**config.mk**
```make
export PLATFORM = sky130hd
export DESIGN_NAME = gvt_round_sched
export DESIGN_NICKNAME = d
export VERILOG_FILES = /design/src/rtl/gvt_round_sched_pkg.sv /design/src/rtl/gvt_round_sched_min_reduce.sv /design/src/rtl/gvt_round_sched.sv
export SDC_FILE = /design/constraint.sdc
export NUM_CORES = 1
export LEC_CHECK = 0
export ABC_CLOCK_PERIOD_IN_PS = 4500
export CAP_MARGIN = 20
export CORE_MARGIN = 2
export CORE_UTILIZATION = 45
export DETAILED_ROUTE_END_ITERATION = 16
export PLACE_DENSITY = 0.79
export SETUP_SLACK_MARGIN = 0.02
export SLEW_MARGIN = 15
export SYNTH_ARGS = -nofsm -noshare
export SYNTH_HDL_FRONTEND = slang
export SYNTH_HIERARCHICAL = 1
export SYNTH_SLANG_ARGS = --single-unit
export TNS_END_PERCENT = 50
```
**constraint.sdc**
```tcl
create_clock -name clk -period 4.5 [get_ports clk]
set_input_delay 0.9 -clock clk [delete_from_list [all_inputs] [get_ports clk]]
set_output_delay 0.9 -clock clk [all_outputs]
set_load 0.01 [all_outputs]
```
**src/rtl/gvt_round_sched_pkg.sv**
```systemverilog
// ----------------------------------------------------------------------------
// gvt_round_sched_pkg
// Shared types and constants for the GVT round scheduler.
//   VT_WIDTH     : width of a virtual time {ts, tb}
//   vt_t         : packed virtual time, compared unsigned as a whole
//   VT_IDLE      : all-ones virtual time reported by an idle tile
//   gvt_state_t  : round sequencing states
// ----------------------------------------------------------------------------
package gvt_round_sched_pkg;

    localparam int unsigned TS_WIDTH_DEF = 32;
    localparam int unsigned TB_WIDTH_DEF = 32;
    localparam int unsigned VT_WIDTH     = TS_WIDTH_DEF + TB_WIDTH_DEF;

    typedef struct packed {
        logic [TS_WIDTH_DEF-1:0] ts;
        logic [TB_WIDTH_DEF-1:0] tb;
    } vt_t;

    localparam vt_t VT_IDLE = vt_t'({VT_WIDTH{1'b1}});

    typedef enum logic [1:0] {
        IDLE    = 2'd0,
        REQ     = 2'd1,
        REDUCE  = 2'd2,
        PUBLISH = 2'd3
    } gvt_state_t;

endpackage : gvt_round_sched_pkg

```
**src/rtl/gvt_round_sched_min_reduce.sv**
```systemverilog
// ----------------------------------------------------------------------------
// gvt_min_reduce
// Combinational minimum over N_TILES packed virtual times, built as a
// balanced binary tree of 2-input unsigned comparators. Leaves beyond
// N_TILES are padded with all ones so they never win.
// Ports:
//   vt_i     in  N_TILES*VTW  packed VTs, tile i at [i*VTW +: VTW]
//   min_c_o  out VTW          combinational minimum
// ----------------------------------------------------------------------------
module gvt_min_reduce
    import gvt_round_sched_pkg::*;
#(
    parameter int unsigned N_TILES = 1,
    parameter int unsigned VTW     = VT_WIDTH
) (
    input  logic [N_TILES*VTW-1:0] vt_i,
    output logic [VTW-1:0]         min_c_o
);

    localparam int unsigned N_PAD   = 1 << $clog2(N_TILES);
    localparam int unsigned N_NODES = 2 * N_PAD - 1;

    generate
        if (N_TILES == 1) begin : g_single
            // A single tile needs no comparison.
            assign min_c_o = vt_i;
        end else begin : g_tree
            // Heap-ordered tree: node k has children 2k+1 and 2k+2,
            // leaves occupy N_PAD-1 .. N_NODES-1.
            logic [VTW-1:0] node [N_NODES];

            always_comb begin
                for (int i = 0; i < int'(N_TILES); i++) begin
                    node[int'(N_PAD) - 1 + i] = vt_i[i*VTW +: VTW];
                end
                for (int i = int'(N_TILES); i < int'(N_PAD); i++) begin
                    node[int'(N_PAD) - 1 + i] = {VTW{1'b1}};
                end
                for (int k = int'(N_PAD) - 2; k >= 0; k--) begin
                    node[k] = (node[2*k+2] < node[2*k+1]) ? node[2*k+2] : node[2*k+1];
                end
            end

            assign min_c_o = node[0];
        end
    endgenerate

endmodule : gvt_min_reduce

```
**src/rtl/gvt_round_sched.sv**
```systemverilog
// ----------------------------------------------------------------------------
// gvt_round_sched
// Periodic global virtual time scheduler. Every 2^LOG_GVT_PERIOD enabled
// cycles (or on force_round) it requests every tile's LVT, collects the
// replies, reduces them to a minimum and publishes a monotonic GVT.
//
// Optional build macro: GVT_TIMEOUT_EN
//   When defined, a watchdog aborts a round that stays in REQ for
//   2^LOG_GVT_TIMEOUT cycles (pulses gvt_timeout, no publish).
//   When undefined, REQ waits indefinitely and gvt_timeout is 0.
//
// Ports:
//   clk             in   clock
//   rst             in   synchronous active-high reset
//   en              in   enables periodic rounds
//   force_round     in   one-cycle request for an immediate round
//   tile_lvt_req    out  per-tile LVT request (level)
//   tile_lvt_valid  in   per-tile reply valid
//   tile_lvt        in   packed {ts,tb} per tile
//   gvt             out  last published GVT
//   gvt_valid       out  one-cycle pulse on publish
//   gvt_regress     out  sticky: a round minimum was below gvt
//   gvt_timeout     out  one-cycle pulse on round abort
//   rounds          out  completed round count (wraps)
// ----------------------------------------------------------------------------
module gvt_round_sched
    import gvt_round_sched_pkg::*;
#(
    parameter int unsigned N_TILES         = 1,
    parameter int unsigned TS_WIDTH        = TS_WIDTH_DEF,
    parameter int unsigned TB_WIDTH        = TB_WIDTH_DEF,
    parameter int unsigned LOG_GVT_PERIOD  = 5,
    parameter int unsigned LOG_GVT_TIMEOUT = 10
) (
    input  logic                                   clk,
    input  logic                                   rst,
    input  logic                                   en,
    input  logic                                   force_round,
    output logic [N_TILES-1:0]                     tile_lvt_req,
    input  logic [N_TILES-1:0]                     tile_lvt_valid,
    input  logic [N_TILES*(TS_WIDTH+TB_WIDTH)-1:0] tile_lvt,
    output logic [TS_WIDTH+TB_WIDTH-1:0]           gvt,
    output logic                                   gvt_valid,
    output logic                                   gvt_regress,
    output logic                                   gvt_timeout,
    output logic [31:0]                            rounds
);

    localparam int unsigned VTW   = TS_WIDTH + TB_WIDTH;
    localparam int unsigned PER_W = LOG_GVT_PERIOD;

    // Elaboration-time parameter sanity.
    generate
        if (LOG_GVT_PERIOD < 1 || LOG_GVT_TIMEOUT < 1) begin : g_bad_param
            $error("gvt_round_sched: LOG_GVT_PERIOD and LOG_GVT_TIMEOUT must be >= 1");
        end
    endgenerate

    gvt_state_t               state_q, state_d;
    logic [PER_W-1:0]         per_cnt_q, per_cnt_d;
    logic                     pending_q, pending_d;
    logic [N_TILES-1:0]       req_q, req_d;
    logic [N_TILES-1:0]       seen_q, seen_d;
    logic [N_TILES*VTW-1:0]   lat_q, lat_d;
    logic [VTW-1:0]           min_q, min_d;
    logic [VTW-1:0]           gvt_q, gvt_d;
    logic                     gvt_valid_q, gvt_valid_d;
    logic                     regress_q, regress_d;
    logic [31:0]              rounds_q, rounds_d;
    logic [N_TILES-1:0]       accept_c;
    logic                     wrap_c;
    logic [VTW-1:0]           min_c;
`ifdef GVT_TIMEOUT_EN
    logic [LOG_GVT_TIMEOUT-1:0] wd_q, wd_d;
    logic                       timeout_q, timeout_d;
`endif

    // Minimum over the latched replies; sampled into min_q in REDUCE.
    gvt_min_reduce #(
        .N_TILES (N_TILES),
        .VTW     (VTW)
    ) u_min_reduce (
        .vt_i    (lat_q),
        .min_c_o (min_c)
    );

    // State register.
    always_ff @(posedge clk) begin
        if (rst) begin
            state_q <= IDLE;
        end else begin
            state_q <= state_d;
        end
    end

    // Next state, round sequencing and datapath updates.
    always_comb begin
        state_d     = state_q;
        per_cnt_d   = per_cnt_q;
        pending_d   = pending_q;
        req_d       = req_q;
        seen_d      = seen_q;
        lat_d       = lat_q;
        min_d       = min_q;
        gvt_d       = gvt_q;
        gvt_valid_d = 1'b0;
        regress_d   = regress_q;
        rounds_d    = rounds_q;
        accept_c    = req_q & tile_lvt_valid;
        wrap_c      = en && (per_cnt_q == {PER_W{1'b1}});
`ifdef GVT_TIMEOUT_EN
        wd_d        = wd_q;
        timeout_d   = 1'b0;
`endif

        if (en) begin
            per_cnt_d = per_cnt_q + PER_W'(1);
        end

        case (state_q)
            IDLE: begin
                if (pending_q) begin
                    state_d   = REQ;
                    pending_d = 1'b0;
                    req_d     = {N_TILES{1'b1}};
                    seen_d    = '0;
`ifdef GVT_TIMEOUT_EN
                    wd_d      = '0;
`endif
                end
            end

            REQ: begin
                // Replies are only accepted while that tile is still requested.
                req_d  = req_q & ~accept_c;
                seen_d = seen_q | accept_c;
                for (int i = 0; i < int'(N_TILES); i++) begin
                    if (accept_c[i]) begin
                        lat_d[i*VTW +: VTW] = tile_lvt[i*VTW +: VTW];
                    end
                end
                if (&seen_d) begin
                    state_d = REDUCE;
                end
`ifdef GVT_TIMEOUT_EN
                // A round completing on the last allowed cycle still publishes.
                else if (wd_q == {LOG_GVT_TIMEOUT{1'b1}}) begin
                    state_d   = IDLE;
                    req_d     = '0;
                    timeout_d = 1'b1;
                end else begin
                    wd_d = wd_q + LOG_GVT_TIMEOUT'(1);
                end
`endif
            end

            REDUCE: begin
                min_d   = min_c;
                state_d = PUBLISH;
            end

            PUBLISH: begin
                // GVT never moves backwards; a lower minimum is flagged instead.
                if (min_q >= gvt_q) begin
                    gvt_d = min_q;
                end else begin
                    regress_d = 1'b1;
                end
                gvt_valid_d = 1'b1;
                rounds_d    = rounds_q + 32'd1;
                state_d     = IDLE;
            end

            default: begin
                state_d = IDLE;
            end
        endcase

        // Late-arriving requests fold into a single pending round.
        if (wrap_c || force_round) begin
            pending_d = 1'b1;
        end
    end

    // Datapath registers.
    always_ff @(posedge clk) begin
        if (rst) begin
            per_cnt_q   <= '0;
            pending_q   <= 1'b0;
            req_q       <= '0;
            seen_q      <= '0;
            lat_q       <= '0;
            min_q       <= '0;
            gvt_q       <= '0;
            gvt_valid_q <= 1'b0;
            regress_q   <= 1'b0;
            rounds_q    <= '0;
        end else begin
            per_cnt_q   <= per_cnt_d;
            pending_q   <= pending_d;
            req_q       <= req_d;
            seen_q      <= seen_d;
            lat_q       <= lat_d;
            min_q       <= min_d;
            gvt_q       <= gvt_d;
            gvt_valid_q <= gvt_valid_d;
            regress_q   <= regress_d;
            rounds_q    <= rounds_d;
        end
    end

`ifdef GVT_TIMEOUT_EN
    // Reply watchdog.
    always_ff @(posedge clk) begin
        if (rst) begin
            wd_q      <= '0;
            timeout_q <= 1'b0;
        end else begin
            wd_q      <= wd_d;
            timeout_q <= timeout_d;
        end
    end

    assign gvt_timeout = timeout_q;
`else
    assign gvt_timeout = 1'b0;
`endif

    assign tile_lvt_req = req_q;
    assign gvt          = gvt_q;
    assign gvt_valid    = gvt_valid_q;
    assign gvt_regress  = regress_q;
    assign rounds       = rounds_q;

endmodule : gvt_round_sched
```
; Yosys cells after proc, flatten, opt, wreduce, memory -nomap -nowiden
; Cells that the tools add are included.
[totals]
in_bits = 69
output_inout_bits = 100
regBits = 236
[op_classes]
n_eq_ne = 6
muxes = 10
magnitude_cmp = 1
bitwise_logic = 5
n_reduce_logical = 10
add_sub_neg = 2
[ops]
columns = cell, n
row1 = >= comparator 64 bit, 1
row2 = adder 32 x 1 -> 32 bit (second input constant), 1
row3 = AND reduction 2 bit, 5
row4 = one-hot mux 2 bit (4 select lines), 1
row5 = adder 5 x 1 -> 5 bit (second input constant), 1
row6 = == test 5 bit (second input constant), 1
row7 = 2-to-1 mux 1 bit, 5
row8 = == test 2 bit (second input constant), 2
row9 = 2-to-1 mux 2 bit, 2
row10 = inequality test 2 bit (second input constant), 2
row11 = one-hot mux 1 bit (2 select lines), 2
row12 = nonzero test 2 bit, 2
row13 = AND 1 bit, 2
row14 = == test 2 x 1 -> 1 bit (second input constant), 1
row15 = logical NOT 2 bit, 1
row16 = inverter 1 bit, 2
row17 = logical AND 1 bit, 1
row18 = logical OR 1 bit, 1
row19 = OR 1 bit, 1

; Longest topological paths before layout
[depth]
word_depth = 4
depth_mapped = 11
depth_no_buf = 9

; By module
; The synthesis kept the hierarchy.
[modules_own_cells]
columns = mod, cells_each, area_per_inst_um2, n_inst
row1 = gvt_round_sched, 1312, 11250.8, 1
row2 = gvt_min_reduce, 64, 480.5, 1

; Least setup slack after synthesis
; Ideal clock, no wire load.
[synth_timing]
kind = register -> register
startpoint = register gvt_q[13], in the netlist gvt[13]
endpoint = register gvt_q[10], in the netlist gvt[10]
t_arrival_ns = 2.342
setup_time_ns = 0.122
period_less_slack_ns = 2.464
slack_ns = 2.036
path_stages_with_launch = 11
path_cell_list = dfxtp_1 > inv_1 > ha_1 > nand2_1 > or4_1 > o21ai_1 > a211oi_2 > or2_1 > buf_6 > buf_8 > a221o_1
[synth_between]
elab_chain_len = 2
[synth_rtl]
columns = item, line
row1 = start: declaration, gvt_round_sched.sv:66  ; logic [VTW-1:0] gvt_q, gvt_d;
row2 = start signal: assignment, gvt_round_sched.sv:205  ; gvt_q <= gvt_d;
row3 = >= comparator 64 bit, gvt_round_sched.sv:164  ; if (min_q >= gvt_q) begin
row4 = AND reduction 2 bit (no source line), n/a
; Every way passes these cells.
; A chain may end at the register's enable or synchronous reset.

; Worst setup path after layout
[layout_timing]
startpoint = register gvt_q[45], in the netlist gvt[45]
endpoint = register gvt_q[4], in the netlist gvt[4]
; The elaborated chain is that of the path after synthesis.

==> metrics <==
TritonCTS clock tree=done; Syn Area/Cell=8.53 um2; sequential group share of total power=0.380; Hold Crit Class=reg -> reg; worst reg2reg path depth=10; critical path's slowest cell=or2_2; synth-to-layout area growth=19.3%; EDFF count, synth=0; initial DRC count=878; Die W=165 um; Vias per Instance=5.47; Tmin final=3.38 ns; commonest non-fill, non-tap cells in the layout=dfxtp_1 (236), clkdlybuf4s50_1 (166), nand2_1 (161); pin count of the biggest net entering global routing=143; fin area=14000 um2; Critical Path, Cell by Cell=inv_1 > ha_1 > nand4_1 > nor2_1 > a221oi_1 > o211ai_1 > a211oi_2 > or2_2 > buf_4 > a221o_1; fin cells=1777; initial cell density of the core=0.454; max-slew violation count=0; CP Depth=10; Synth Register Bits=236; Post-DP Area=13100 um2; vias post-DR=9717; Clock power frac=0.394; top cells by area, synth=dfxtp_1 (40%), ha_1 (7.6%), mux2i_1 (5.8%); CP Data Required Time=4.97 ns; RSZ-0062 raised after global routing=false; combinational power share=0.226; layout cells sized above 1=0.0485; async set or reset register ratio after synthesis=0; hold endpoint=lat_q[62]$_SDFFE_PP0P_; max incr delay on CP=0.67 ns; critical path class=reg -> reg; highest routed layer=met4; Placed Cells=1729; DRC viols=0; first-pass GRT wire length=47200 um; DIE HEIGHT=165 um; fin nets=1562; internal power=4.09 mW; Post-DRT Antenna Nets=0; Syn Std Cell Area=11700 um2; # Post-CTS Setup Buffers=0; # IOs=169; crit path launch type=register; Finished Core Util=0.542; switching share of power=0.307; Die ar.=27400 um2; clock root buffer=clkbuf_16; Reg clk slew, reported paths=0.06 ns; Hold Path Depth=2; P_leak=4.96 nW; setup slack, reg-to-reg=1.12 ns; Peak VDD IR=0.395 mV; Max-cap violations=0; Congestion Overflow GR=0; # clock sinks=236; Mapped Cells=1376; drt pass-1 iters=5; DP HPWL=18100 um; input/output buffers=167; met1 WL=13000 um; Met2 Wirelength=13600 um; clock skew=0.0228 ns; Final Power=5.90 mW; antenna cells=0; Worst-Margin Slew=0.925 ns; Worst R2R End=gvt[4]$_SDFFE_PP0P_; CTS Buffer Depth=3; Final setup viols=0; commonest non-fill, non-tap cell in the layout=dfxtp_1; sequential area share after synthesis=0.403; antenna violations before repair=0; num rows=59; H-tree Lvls=1; WL met3=1820 um; Synth cell types=44; period utilization=0.750; vias in the first global route=9400; Worst setup EP type=register; Synth area leader=dfxtp_1; Top delay family on crit path=compound AO/OA/AOI/OAI gates; worst rel slew slack=0.383; clock latency on the worst-skew pair=0.54 ns; post_cts resized=0; P_sw=1.81 mW; Crit Path Max Fanout=34; All-Layer GR Usage=0.211; YS warnings=6; count of endpoints failing hold in the final timing report=0; Net Count, Synth=1516; GP Congestion=0.779; Max Fclk=0.296 GHz; WP data arrival=3.85 ns; CTS Buf Count=26; pwr dens=421 nW/um2; drt wl/cell=16.4 um; top-area cell type share of the netlist area=0.403; hold bufs inserted after CTS=0; prevailing post-synth register cell=dfxtp_1; setup TNS=0 ns; worst hold start=lat_q[62]$_SDFFE_PP0P_; Worst Path Buf+Inv=2; filler instances=2312; status=completed; r2r startpoint=gvt[45]$_SDFFE_PP0P_; Core ar.=25800 um2; Total Routed Length=29100 um
==> cells in the mapped netlist (6+ instances only) <==
master	number
xnor2_1	9
buf_2	7
xor2_1	18
a21oi_1	103
nand4_1	19
clkbuf_1	67
or3_1	8
mux2i_1	68
ha_1	71
nand3_1	13
nand2_1	161
nor4_1	66
inv_1	76
nor2_1	110
buf_4	65
buf_8	6
nor3_1	68
a221o_1	64
and2_1	65
dfxtp_1	236
o21ai_0	20
buf_1	15
==> state kept, by name (all words and copies together) (netlist names), 2 cells and up <==
signal and cells:
lat_q 64, min_q 64, per_cnt_q 5, rounds 32
state_q 2, gvt 64
==> cell type report <==
| type | count | area [um2] | share of cell area |
|---|---|---|---|
| inverter | 76 | 285 | 0.0204 |
| sequential | 236 | 4720 | 0.338 |
| multi-input combinational | 903 | 5850 | 0.418 |
| tap | 335 | 419 | 0.0299 |
| timing repair buffer | 179 | 1780 | 0.127 |
| clock buffer | 35 | 746 | 0.0533 |
| clock inverter | 13 | 199 | 0.0142 |
==> worst reg2reg max path: cells and delay by family (launching register included) <==
| family | cells | cell delay (ns) |
|---|---|---|
| AO/OA/AOI/OAI | 4 | 1.16 |
| flip-flops | 1 | 0.35 |
| buffers and inverters | 2 | 0.61 |
| AND/OR/NAND/NOR | 3 | 0.89 |
| adder cells (fa/ha/maj) | 1 | 0.33 |
==> per-stage QoR <==
stage | setup WS, ns | hold WS [ns]
final | 1.12 | 0.453
after global routing | 0.900 | 0.473
after CTS | 1.14 | 0.456
after detailed placement | 1.19 | 0.448
after global placement | 1.26 | 0.444
after floorplan | 2.04 | 0.437
==> logic make-up after synthesis <==
kind of cell | after synthesis | synth area share
flip-flops | 236 | 0.403
buffers and inverters | 237 | 0.104
AO/OA/AOI/OAI | 205 | 0.119
adder cells (fa/ha/maj) | 71 | 0.0757
other | 1 | 0.000320
multiplexers | 68 | 0.0580
XOR/XNOR | 27 | 0.0202
AND/OR/NAND/NOR | 531 | 0.220
==> per-layer routing <==
layer  up-vias  global-route usage
met5         -                   0
met4         0              0.0541
met3        39              0.0412
met2       251               0.360
met1      4625               0.272
li1       4802                   -
==> worst max-delay path by stage <==
| stage | end | startpoint |
|---|---|---|
| after floorplan | gvt[10]$_SDFFE_PP0P_ | gvt[13]$_SDFFE_PP0P_ |
| after global placement | gvt[27]$_SDFFE_PP0P_ | min_q[0]$_SDFFE_PP0P_ |
| after detailed placement | gvt[21]$_SDFFE_PP0P_ | gvt[46]$_SDFFE_PP0P_ |
| after CTS | gvt[4]$_SDFFE_PP0P_ | min_q[0]$_SDFFE_PP0P_ |
| after global routing | gvt[4]$_SDFFE_PP0P_ | gvt[45]$_SDFFE_PP0P_ |
| final | gvt[4]$_SDFFE_PP0P_ | gvt[45]$_SDFFE_PP0P_ |
==> power by group through the flow <==
stage / Combinational, mW / Clock (mW) / Sequential [mW]
finish: 1.33 / 2.33 / 2.24
global route: 1.44 / 2.45 / 2.25
CTS: 1.33 / 2.37 / 2.24
detailed placement: 1.32 / 0 / 2.29
global placement: 1.29 / 0 / 2.28
floorplan: 1.02 / 0 / 2.29
Note: power is estimated with default switching activity, not from simulation.
